[src/rtl/id_ex_pipeline_reg.sv]
// Decode-to-execute pipeline register: control word plus datapath values.
// Ports: clk, rst (sync, active-high), StallE (hold), FlushE (bubble),
//   <field>D inputs from decode, registered <field>E outputs to execute.
module id_ex_pipeline_reg #(
    parameter int DATA_WIDTH     = 32,
    parameter int REG_ADDR_WIDTH = 5
) (
    input  logic                      clk,
    input  logic                      rst,
    input  logic                      StallE,
    input  logic                      FlushE,
    input  logic                      ValidD,
    input  logic                      RegWriteD,
    input  logic [1:0]                ResultSrcD,
    input  logic                      MemWriteD,
    input  logic                      ALUsrcD,
    input  logic                      BranchD,
    input  logic                      JumpD,
    input  logic [2:0]                R_sizeD,
    input  logic [2:0]                DMem_sizeD,
    input  logic [3:0]                ALUControlD,
    input  logic [DATA_WIDTH-1:0]     RD1D,
    input  logic [DATA_WIDTH-1:0]     RD2D,
    input  logic [DATA_WIDTH-1:0]     PCD,
    input  logic [DATA_WIDTH-1:0]     ImmExtD,
    input  logic [DATA_WIDTH-1:0]     PCPlus4D,
    input  logic [REG_ADDR_WIDTH-1:0] Rs1D,
    input  logic [REG_ADDR_WIDTH-1:0] Rs2D,
    input  logic [REG_ADDR_WIDTH-1:0] RdD,
    output logic                      ValidE,
    output logic                      RegWriteE,
    output logic [1:0]                ResultSrcE,
    output logic                      MemWriteE,
    output logic                      ALUsrcE,
    output logic                      BranchE,
    output logic                      JumpE,
    output logic [2:0]                R_sizeE,
    output logic [2:0]                DMem_sizeE,
    output logic [3:0]                ALUControlE,
    output logic [DATA_WIDTH-1:0]     RD1E,
    output logic [DATA_WIDTH-1:0]     RD2E,
    output logic [DATA_WIDTH-1:0]     PCE,
    output logic [DATA_WIDTH-1:0]     ImmExtE,
    output logic [DATA_WIDTH-1:0]     PCPlus4E,
    output logic [REG_ADDR_WIDTH-1:0] Rs1E,
    output logic [REG_ADDR_WIDTH-1:0] Rs2E,
    output logic [REG_ADDR_WIDTH-1:0] RdE
);

    typedef struct packed {
        logic                      valid;
        logic                      reg_write;
        logic [1:0]                result_src;
        logic                      mem_write;
        logic                      alu_src;
        logic                      branch;
        logic                      jump;
        logic [2:0]                r_size;
        logic [2:0]                dmem_size;
        logic [3:0]                alu_ctrl;
        logic [DATA_WIDTH-1:0]     rd1;
        logic [DATA_WIDTH-1:0]     rd2;
        logic [DATA_WIDTH-1:0]     pc;
        logic [DATA_WIDTH-1:0]     imm;
        logic [DATA_WIDTH-1:0]     pc_plus4;
        logic [REG_ADDR_WIDTH-1:0] rs1;
        logic [REG_ADDR_WIDTH-1:0] rs2;
        logic [REG_ADDR_WIDTH-1:0] rd;
    } id_ex_t;

    id_ex_t in_w;
    id_ex_t ex_d;
    id_ex_t ex_q;

    always_comb begin
        in_w.valid      = ValidD;
        in_w.reg_write  = RegWriteD;
        in_w.result_src = ResultSrcD;
        in_w.mem_write  = MemWriteD;
        in_w.alu_src    = ALUsrcD;
        in_w.branch     = BranchD;
        in_w.jump       = JumpD;
        in_w.r_size     = R_sizeD;
        in_w.dmem_size  = DMem_sizeD;
        in_w.alu_ctrl   = ALUControlD;
        in_w.rd1        = RD1D;
        in_w.rd2        = RD2D;
        in_w.pc         = PCD;
        in_w.imm        = ImmExtD;
        in_w.pc_plus4   = PCPlus4D;
        in_w.rs1        = Rs1D;
        in_w.rs2        = Rs2D;
        in_w.rd         = RdD;
    end

    // Flush beats stall: an all-zero slot is a bubble with no side effects.
    always_comb begin
        ex_d = ex_q;
        if (FlushE) begin
            ex_d = '0;
        end else if (!StallE) begin
            ex_d = in_w;
        end
    end

    always_ff @(posedge clk) begin
        if (rst) begin
            ex_q <= '0;
        end else begin
            ex_q <= ex_d;
        end
    end

    assign ValidE      = ex_q.valid;
    assign RegWriteE   = ex_q.reg_write;
    assign ResultSrcE  = ex_q.result_src;
    assign MemWriteE   = ex_q.mem_write;
    assign ALUsrcE     = ex_q.alu_src;
    assign BranchE     = ex_q.branch;
    assign JumpE       = ex_q.jump;
    assign R_sizeE     = ex_q.r_size;
    assign DMem_sizeE  = ex_q.dmem_size;
    assign ALUControlE = ex_q.alu_ctrl;
    assign RD1E        = ex_q.rd1;
    assign RD2E        = ex_q.rd2;
    assign PCE         = ex_q.pc;
    assign ImmExtE     = ex_q.imm;
    assign PCPlus4E    = ex_q.pc_plus4;
    assign Rs1E        = ex_q.rs1;
    assign Rs2E        = ex_q.rs2;
    assign RdE         = ex_q.rd;

endmodule
[config.mk]
export PLATFORM = sky130hd
export DESIGN_NAME = id_ex_pipeline_reg
export DESIGN_NICKNAME = d
export VERILOG_FILES = /design/src/rtl/id_ex_pipeline_reg.sv
export SDC_FILE = /design/constraint.sdc
export NUM_CORES = 1
export LEC_CHECK = 0
export CORE_ASPECT_RATIO = 0.8
export CORE_MARGIN = 8
export CORE_UTILIZATION = 40
export CTS_BUF_LIST = sky130_fd_sc_hd__clkbuf_8
export CTS_CLUSTER_DIAMETER = 100
export DETAILED_ROUTE_END_ITERATION = 12
export GPL_TIMING_DRIVEN = 0
export PLACE_DENSITY = 0.83
export SYNTH_ARGS = -nofsm -noshare
export SYNTH_HDL_FRONTEND = slang
export SYNTH_SLANG_ARGS = --single-unit
[constraint.sdc]
create_clock -name clk -period 1.1 [get_ports clk]
set_input_delay 0.22 -clock clk [delete_from_list [all_inputs] [get_ports clk]]
set_output_delay 0.22 -clock clk [all_outputs]
set_load 0.01 [all_outputs]
==> results.sh, run 1 <==
export IMPL_drive_gt1_share_pct=45.49
export IMPL_fp_dieH_um=134.2
export IMPL_cts_tree="done"
export IMPL_grt_pass1_wl_um=35050
export IMPL_die_w_um=163.7
export IMPL_yosysTopAreaCellShare_pct=55.34
export IMPL_core_area_um2=17220
export IMPL_reg2reg_depth=4
export IMPL_r2r_end="ValidE"
export IMPL_synthTopCellsByArea="dfxtp_1 55%, mux2i_1 28%, nor2_1 10%, buf_6 6.1%, buf_2 0.29%"
export IMPL_antenna_found_initial=0
export IMPL_fin_worst_skew_ns=0
export IMPL_grt_pass1_vias=6015
export IMPL_rsz0062_at_grt="true"
export IMPL_synthCells=624
export IMPL_ys_warn_count=0
export IMPL_drv_slew=0
export IMPL_crit_family="flip-flops"
export IMPL_synth_compound_area_share_pct=0
export IMPL_vias_per_cell=4.605
export IMPL_cp_cell_sequence="buf_6"
export IMPL_areaGrowthSynthToFinish_pct=74.59
export IMPL_avgRoutedWirePerCell_um=18.62
export IMPL_status="finished with violations"
export IMPL_drtAntennaViolNets=0
export IMPL_fin_hold_ws_ns=0.2968
export IMPL_synth_mux_area_share_pct=27.67
export IMPL_hold_viol_final=0
export IMPL_htreeDepth=4
export IMPL_grt_use_met1_pct=21.32
export IMPL_dieArea_um2=21960
export IMPL_ys_seq_elements=193
export IMPL_final_min_clock_period_ns=1.164
export IMPL_synth_top_family_by_area="multiplexers"
export IMPL_power_per_cell_area_nw_per_um2=1181
export IMPL_yosysTopAreaCell="dfxtp_1"
export IMPL_violations="setup timing"
export IMPL_worst_setup_path_end_kind="output pin"
export IMPL_drc=0
export IMPL_finalWeightedCongestion=0.7779
export IMPL_via_count=5936
export IMPL_synthXorXnorAreaFrac_pct=0
export IMPL_numClockSinks=193
export IMPL_start_kind="register"
export IMPL_ir_drop_v=0.0009297
export IMPL_ys_seq_area_share_pct=55.34
export IMPL_ctsHoldBuffers=0
export IMPL_dp_cells=1237
export IMPL_syn_num_nets=821
export IMPL_finalPower_mw=14.39
export IMPL_finalWorstSetupSlack_ns=-0.06386
export IMPL_rows=43
export IMPL_r2r_slack_ns=0.20
export IMPL_yosys_area_share_simple_pct=10.47
export IMPL_yosysUniqueCellTypes=7
export IMPL_tns_ns=-3.521
export IMPL_min_path_type="primary input to register"
export IMPL_fmax_mhz=859.2
export IMPL_top_level_ports=390
export IMPL_slowest_delay_ns=0.37
export IMPL_grt_max_degree=17
export IMPL_routed_wl_um=24000
export IMPL_cts_max_path_buffers=2
export IMPL_worstPathMaxFanout=2
export IMPL_crit_path_start="PCPlus4E[17]"
export IMPL_path_class="register to output pin"
export IMPL_worst_pin_slew_ns=0.3663
export IMPL_grt_overflow=0
export IMPL_timing_rr_start="ValidE"
export IMPL_firstDrtPassIters=7
export IMPL_worst_ep_arrival_time_ns=0.94
export IMPL_crit_buf_inv=1
export IMPL_place_area_um2=11150
export IMPL_min_period_over_period_pct=105.8
export IMPL_cp_depth=1
export IMPL_clockRootBuffer="clkbuf_8"
export IMPL_numCtsBuffers=17
export IMPL_max_slew_margin_pct=75.58
export IMPL_io_buffer_count=388
export IMPL_clkTransAtPathRegs_ns=0.10
export IMPL_initial_core_util_pct=40.55
export IMPL_drt_iter0_drc=226
export IMPL_syn_area_um2=6982
export IMPL_p_leak_nw=5.560
export IMPL_grtUsageMet2_pct=37.42
export IMPL_final_area_um2=12190
export IMPL_grtUsageTotal_pct=20.80
export IMPL_insertion_delay_ns=0.45
export IMPL_cap_violations=0
export IMPL_fin_cells=1289
export IMPL_place_detailed_hpwl_um=18720
export IMPL_critPathRequiredTime_ns=0.88
export IMPL_crit_slowest_cell="dfxtp_2"
export IMPL_fin_nets=1250
export IMPL_syn_area_per_cell_um2=11.19
export IMPL_busiest_layer="met2"
export IMPL_crit_end="PCPlus4E[17]"
export IMPL_setup_viol=193
export IMPL_layout_commonest_cell="buf_6"
export IMPL_synth_fa_ha_area_share_pct=0
export IMPL_n_antenna_cell=0
export IMPL_grt_use_met3_pct=9.832
export IMPL_most_common_layout_cells="230 x buf_6, 195 x clkdlybuf4s50_1, 193 x dfxtp_2, 193 x mux2i_1, 190 x nor2_1"
export IMPL_fill_cells=1230
[sequential cells by signal, indices dropped and copies added, names as in the netlist, 2 cells and up]
name,count
ALUControlE,4
DMem_sizeE,3
ImmExtE,32
PCE,32
PCPlus4E,32
RD1E,32
RD2E,32
R_sizeE,3
RdE,5
ResultSrcE,2
Rs1E,5
Rs2E,5
[through the flow]
| stage | setup slack [ns] | util [%] |
|---|---|---|
| 2_1_floorplan | 0.1088 | - |
| 3_3_place_gp | -0.6002 | 64.75 |
| 3_5_place_dp | -0.6086 | 64.75 |
| 4_1_cts | -0.09791 | 70.16 |
| 5_1_grt | -0.1226 | 70.80 |
| 6_report | -0.06386 | 70.80 |
[cell usage after synthesis (all sizes together)]
cell and n:
mux2i 193, nor2 193, or2 1, buf 42
clkbuf 2, dfxtp 193
[worst register-to-register path, cell delays in order, from the launching register on]
cell and delay, ns:
dfxtp_2 0.34, buf_4 0.12, buf_4 0.12, mux2i_1 0.15, nor2_1 0.06
[metal layers]
| layer | vias to the layer above | part of all wire [%] |
|---|---|---|
| li1 | 2909 | - |
| met1 | 2768 | 37 |
| met2 | 239 | 50 |
| met3 | 20 | 11 |
| met4 | 0 | 1.5 |
| met5 | - | 0 |
[how the worst min path moves through the flow]
stage                   start              to  slack, ns  cells past startpoint
4_1_cts                StallE   ResultSrcE[0]       0.26                      4
6_report               StallE      R_sizeE[1]       0.30                      4
3_5_place_dp            JumpE           JumpE       0.48                      2
2_1_floorplan  ALUControlD[0]  ALUControlE[0]       0.36                      2
3_3_place_gp          PCE[18]         PCE[18]       0.47                      2
5_1_grt                StallE   ResultSrcE[0]       0.27                      4
[final cells by class]
class | count | area [um2] | share of cell area [%]
Clock inverter | 12 | 132.6 | 1.088
Buffer | 44 | 461.7 | 3.788
Timing Repair Buffer | 410 | 4290 | 35.20
Sequential cell | 193 | 4105 | 33.68
Multi-Input combinational cell | 387 | 2670 | 21.91
Tap cell | 225 | 281.5 | 2.310
Clock buffer | 18 | 247.7 | 2.032
[report_power, final]
part	total, mW	internal (mW)	switching (mW)
combinational	2.39	1.52	0.866
sequential	7.42	7.26	0.161
clock	4.59	2.07	2.52
total	14.4	10.8	3.54
[what timing repair did]
item	4_1_cts	5_1_grt
buffers inserted	9	13
gates cloned	0	0
gates resized for setup	1184	6
endpoints found under the setup margin	203	209
[logic make-up after synthesis]
family | after synthesis
buffers and inverters | 44
DFF | 193
muxes | 193
and+or+nand+nor | 194
(Power assumes the default switching activity.)
==> inputs of run 2 (changes only) <==
--- a/config.mk
+++ b/config.mk
@@ -7,12 +7,12 @@
 export LEC_CHECK = 0
 export CORE_ASPECT_RATIO = 0.8
 export CORE_MARGIN = 8
-export CORE_UTILIZATION = 40
+export CORE_UTILIZATION = 35
 export CTS_BUF_LIST = sky130_fd_sc_hd__clkbuf_8
 export CTS_CLUSTER_DIAMETER = 100
 export DETAILED_ROUTE_END_ITERATION = 12
 export GPL_TIMING_DRIVEN = 0
-export PLACE_DENSITY = 0.83
+export PLACE_DENSITY = 0.74
 export SYNTH_ARGS = -nofsm -noshare
 export SYNTH_HDL_FRONTEND = slang
 export SYNTH_SLANG_ARGS = --single-unit
==> run 2 against run 1 <==
The run still ends with setup timing left. Largest cell class unchanged. Worst hold slack gained 0.0026 ns. Utilization decreased by 8.7 points. Clock power rose by 7.8%. Power is 2.4% higher. Combinational power about the same. Non-clock buffer count is 7 lower. Largest power group unchanged. Critical endpoint is now PCPlus4E[13].
==> results.sh, run 2 (synthesized netlist as in run 1, its figures left out) <==
export IMPL_finalWeightedCongestion=0.7531
export IMPL_htreeDepth=4
export IMPL_layout_commonest_cell="buf_6"
export IMPL_initial_core_util_pct=35.47
export IMPL_clkTransAtPathRegs_ns=0.10
export IMPL_rsz0062_at_grt="true"
export IMPL_numClockSinks=193
export IMPL_setup_viol=193
export IMPL_power_per_cell_area_nw_per_um2=1206
export IMPL_final_min_clock_period_ns=1.151
export IMPL_n_antenna_cell=0
export IMPL_violations="setup timing"
export IMPL_cap_violations=0
export IMPL_firstDrtPassIters=4
export IMPL_areaGrowthSynthToFinish_pct=75.04
export IMPL_top_level_ports=390
export IMPL_min_path_type="primary input to register"
export IMPL_dieArea_um2=24750
export IMPL_grt_pass1_wl_um=36080
export IMPL_rows=46
export IMPL_fin_worst_skew_ns=0
export IMPL_min_path_cells=4
export IMPL_max_slew_margin_pct=79.12
export IMPL_insertion_delay_ns=0.44
export IMPL_clkPwrFrac_pct=33.6
export IMPL_drtAntennaViolNets=0
export IMPL_grtUsageTotal_pct=18.92
export IMPL_hold_viol_final=0
export IMPL_cp_cell_sequence="buf_6"
export IMPL_finalPower_mw=14.74
export IMPL_die_w_um=173.9
export IMPL_place_area_um2=11200
export IMPL_fp_dieH_um=142.3
export IMPL_drv_slew=0
export IMPL_fin_nets=1243
export IMPL_grt_pass1_vias=6112
export IMPL_grt_overflow=0
export IMPL_path_class="register to output pin"
export IMPL_crit_buf_inv=1
export IMPL_crit_family="flip-flops"
export IMPL_ir_drop_v=0.0007912
export IMPL_antenna_found_initial=2
export IMPL_worst_pin_slew_ns=0.3132
export IMPL_most_common_layout_cells="231 x buf_6, 195 x clkdlybuf4s50_1, 193 x dfxtp_2, 193 x mux2i_1, 192 x nor2_1"
export IMPL_dp_cells=1276
export IMPL_worst_setup_path_end_kind="output pin"
export IMPL_crit_slowest_cell="dfxtp_2"
export IMPL_sequentialPowerShare_pct=50.3
export IMPL_fin_cells=1323
export IMPL_p_sw_mw=3.728
export IMPL_worstPathMaxFanout=2
export IMPL_cp_depth=1
export IMPL_min_period_over_period_pct=104.6
export IMPL_drt_iter0_drc=160
export IMPL_grt_max_degree=19
export IMPL_core_area_um2=19680
export IMPL_routed_wl_um=24440
export IMPL_drc=0
export IMPL_place_ws_ns=-0.4305
export IMPL_p_leak_nw=5.548
export IMPL_vias_per_cell=4.412
export IMPL_slowest_delay_ns=0.36
export IMPL_status="finished with violations"
export IMPL_combinationalPowerShare_pct=16.1
export IMPL_cts_max_path_buffers=2
export IMPL_numCtsBuffers=17
export IMPL_avgRoutedWirePerCell_um=18.47
export IMPL_start_kind="register"
export IMPL_final_area_um2=12220
export IMPL_cts_tree="done"
export IMPL_critPathRequiredTime_ns=0.88
export IMPL_drive_gt1_share_pct=45.14
export IMPL_p_sw_share_pct=25.30
export IMPL_place_detailed_hpwl_um=19110
export IMPL_fmax_mhz=869.2
export IMPL_io_buffer_count=388
export IMPL_worst_ep_arrival_time_ns=0.93
export IMPL_finalWorstSetupSlack_ns=-0.05050
export IMPL_reg2reg_depth=3
export IMPL_p_int_mw=11.01
export IMPL_via_count=5837
export IMPL_clockRootBuffer="clkbuf_8"
export IMPL_tns_ns=-4.624
## run 2: changes by cell type in the layout (fill, tap and decap cells not counted), sizes merged
cell	delta
clkinv	-1
buf	-7
inv	+4
clkinvlp	-2
clkbuf	+1
## run 2: worst paths after layout
kind,from,end,slack [ns]
hold reg to reg,ResultSrcE[0],ResultSrcE[0],0.50
hold / removal,StallE,ResultSrcE[0],0.30
setup / recovery,PCPlus4E[13],PCPlus4E[13],-0.05
setup reg to reg,ImmExtE[29],ImmExtE[29],0.32
## run 2: metal layers
layer	vias to the layer above	track usage [%]	part of all wire [%]
met1	2668	19.47	38
li1	2888	-	-
met4	4	4.850	1.1
met5	-	0	0.11
met3	23	10.29	12
met2	254	33.22	49
## run 2: what timing repair did
action	CTS	global route
endpoints found under the hold margin	0	0
gates resized for setup	1199	5
buffers inserted	8	7
hold buffers	0	0
endpoints found under the setup margin	193	206
cloned	0	0
## run 2: power by group through the flow
stage / Sequential [mW] / Combinational, mW / Clock, mW
2_1_floorplan: 7.60 / 0.850 / 0
4_1_cts: 7.42 / 2.38 / 5.12
6_report: 7.42 / 2.37 / 4.95
5_1_grt: 7.45 / 2.53 / 5.42
3_3_place_gp: 7.48 / 2.30 / 0
3_5_place_dp: 7.49 / 2.32 / 0
## run 2: tightest hold or removal path: stages
cell	delay, ns
buf_2	0.13
buf_6	0.17
mux2i_1	0.12
nor2_1	0.07
## run 2: cell type report
| type | count | area [um2] |
|---|---|---|
| fill | 1562 | 7463 |
| timing repair buffer | 403 | 4238 |
| sequential | 193 | 4105 |
| multi-input combinational | 387 | 2665 |
| buffer | 44 | 457.9 |
| tap | 264 | 330.3 |
| clock buffer | 19 | 261.5 |
| clock inverter | 13 | 162.7 |
## run 2: per-stage QoR
stage / utilization (%) / hold WS (ns)
floorplan: - / 0.3639
global placement: 56.88 / 0.4723
detailed placement: 56.88 / 0.4834
CTS: 61.79 / 0.2572
global route: 62.08 / 0.2665
finish: 62.08 / 0.2994
==> inputs of run 3 (changes only) <==
--- a/config.mk
+++ b/config.mk
@@ -7,12 +7,13 @@
 export LEC_CHECK = 0
 export CORE_ASPECT_RATIO = 0.8
 export CORE_MARGIN = 8
-export CORE_UTILIZATION = 35
+export CORE_UTILIZATION = 40
 export CTS_BUF_LIST = sky130_fd_sc_hd__clkbuf_8
 export CTS_CLUSTER_DIAMETER = 100
 export DETAILED_ROUTE_END_ITERATION = 12
 export GPL_TIMING_DRIVEN = 0
-export PLACE_DENSITY = 0.74
+export PLACE_DENSITY = 0.83
+export SLEW_MARGIN = 20
 export SYNTH_ARGS = -nofsm -noshare
 export SYNTH_HDL_FRONTEND = slang
 export SYNTH_SLANG_ARGS = --single-unit
==> results of run 3 <==
The final DEF is identical to that of run 1; final timing and power are the same.
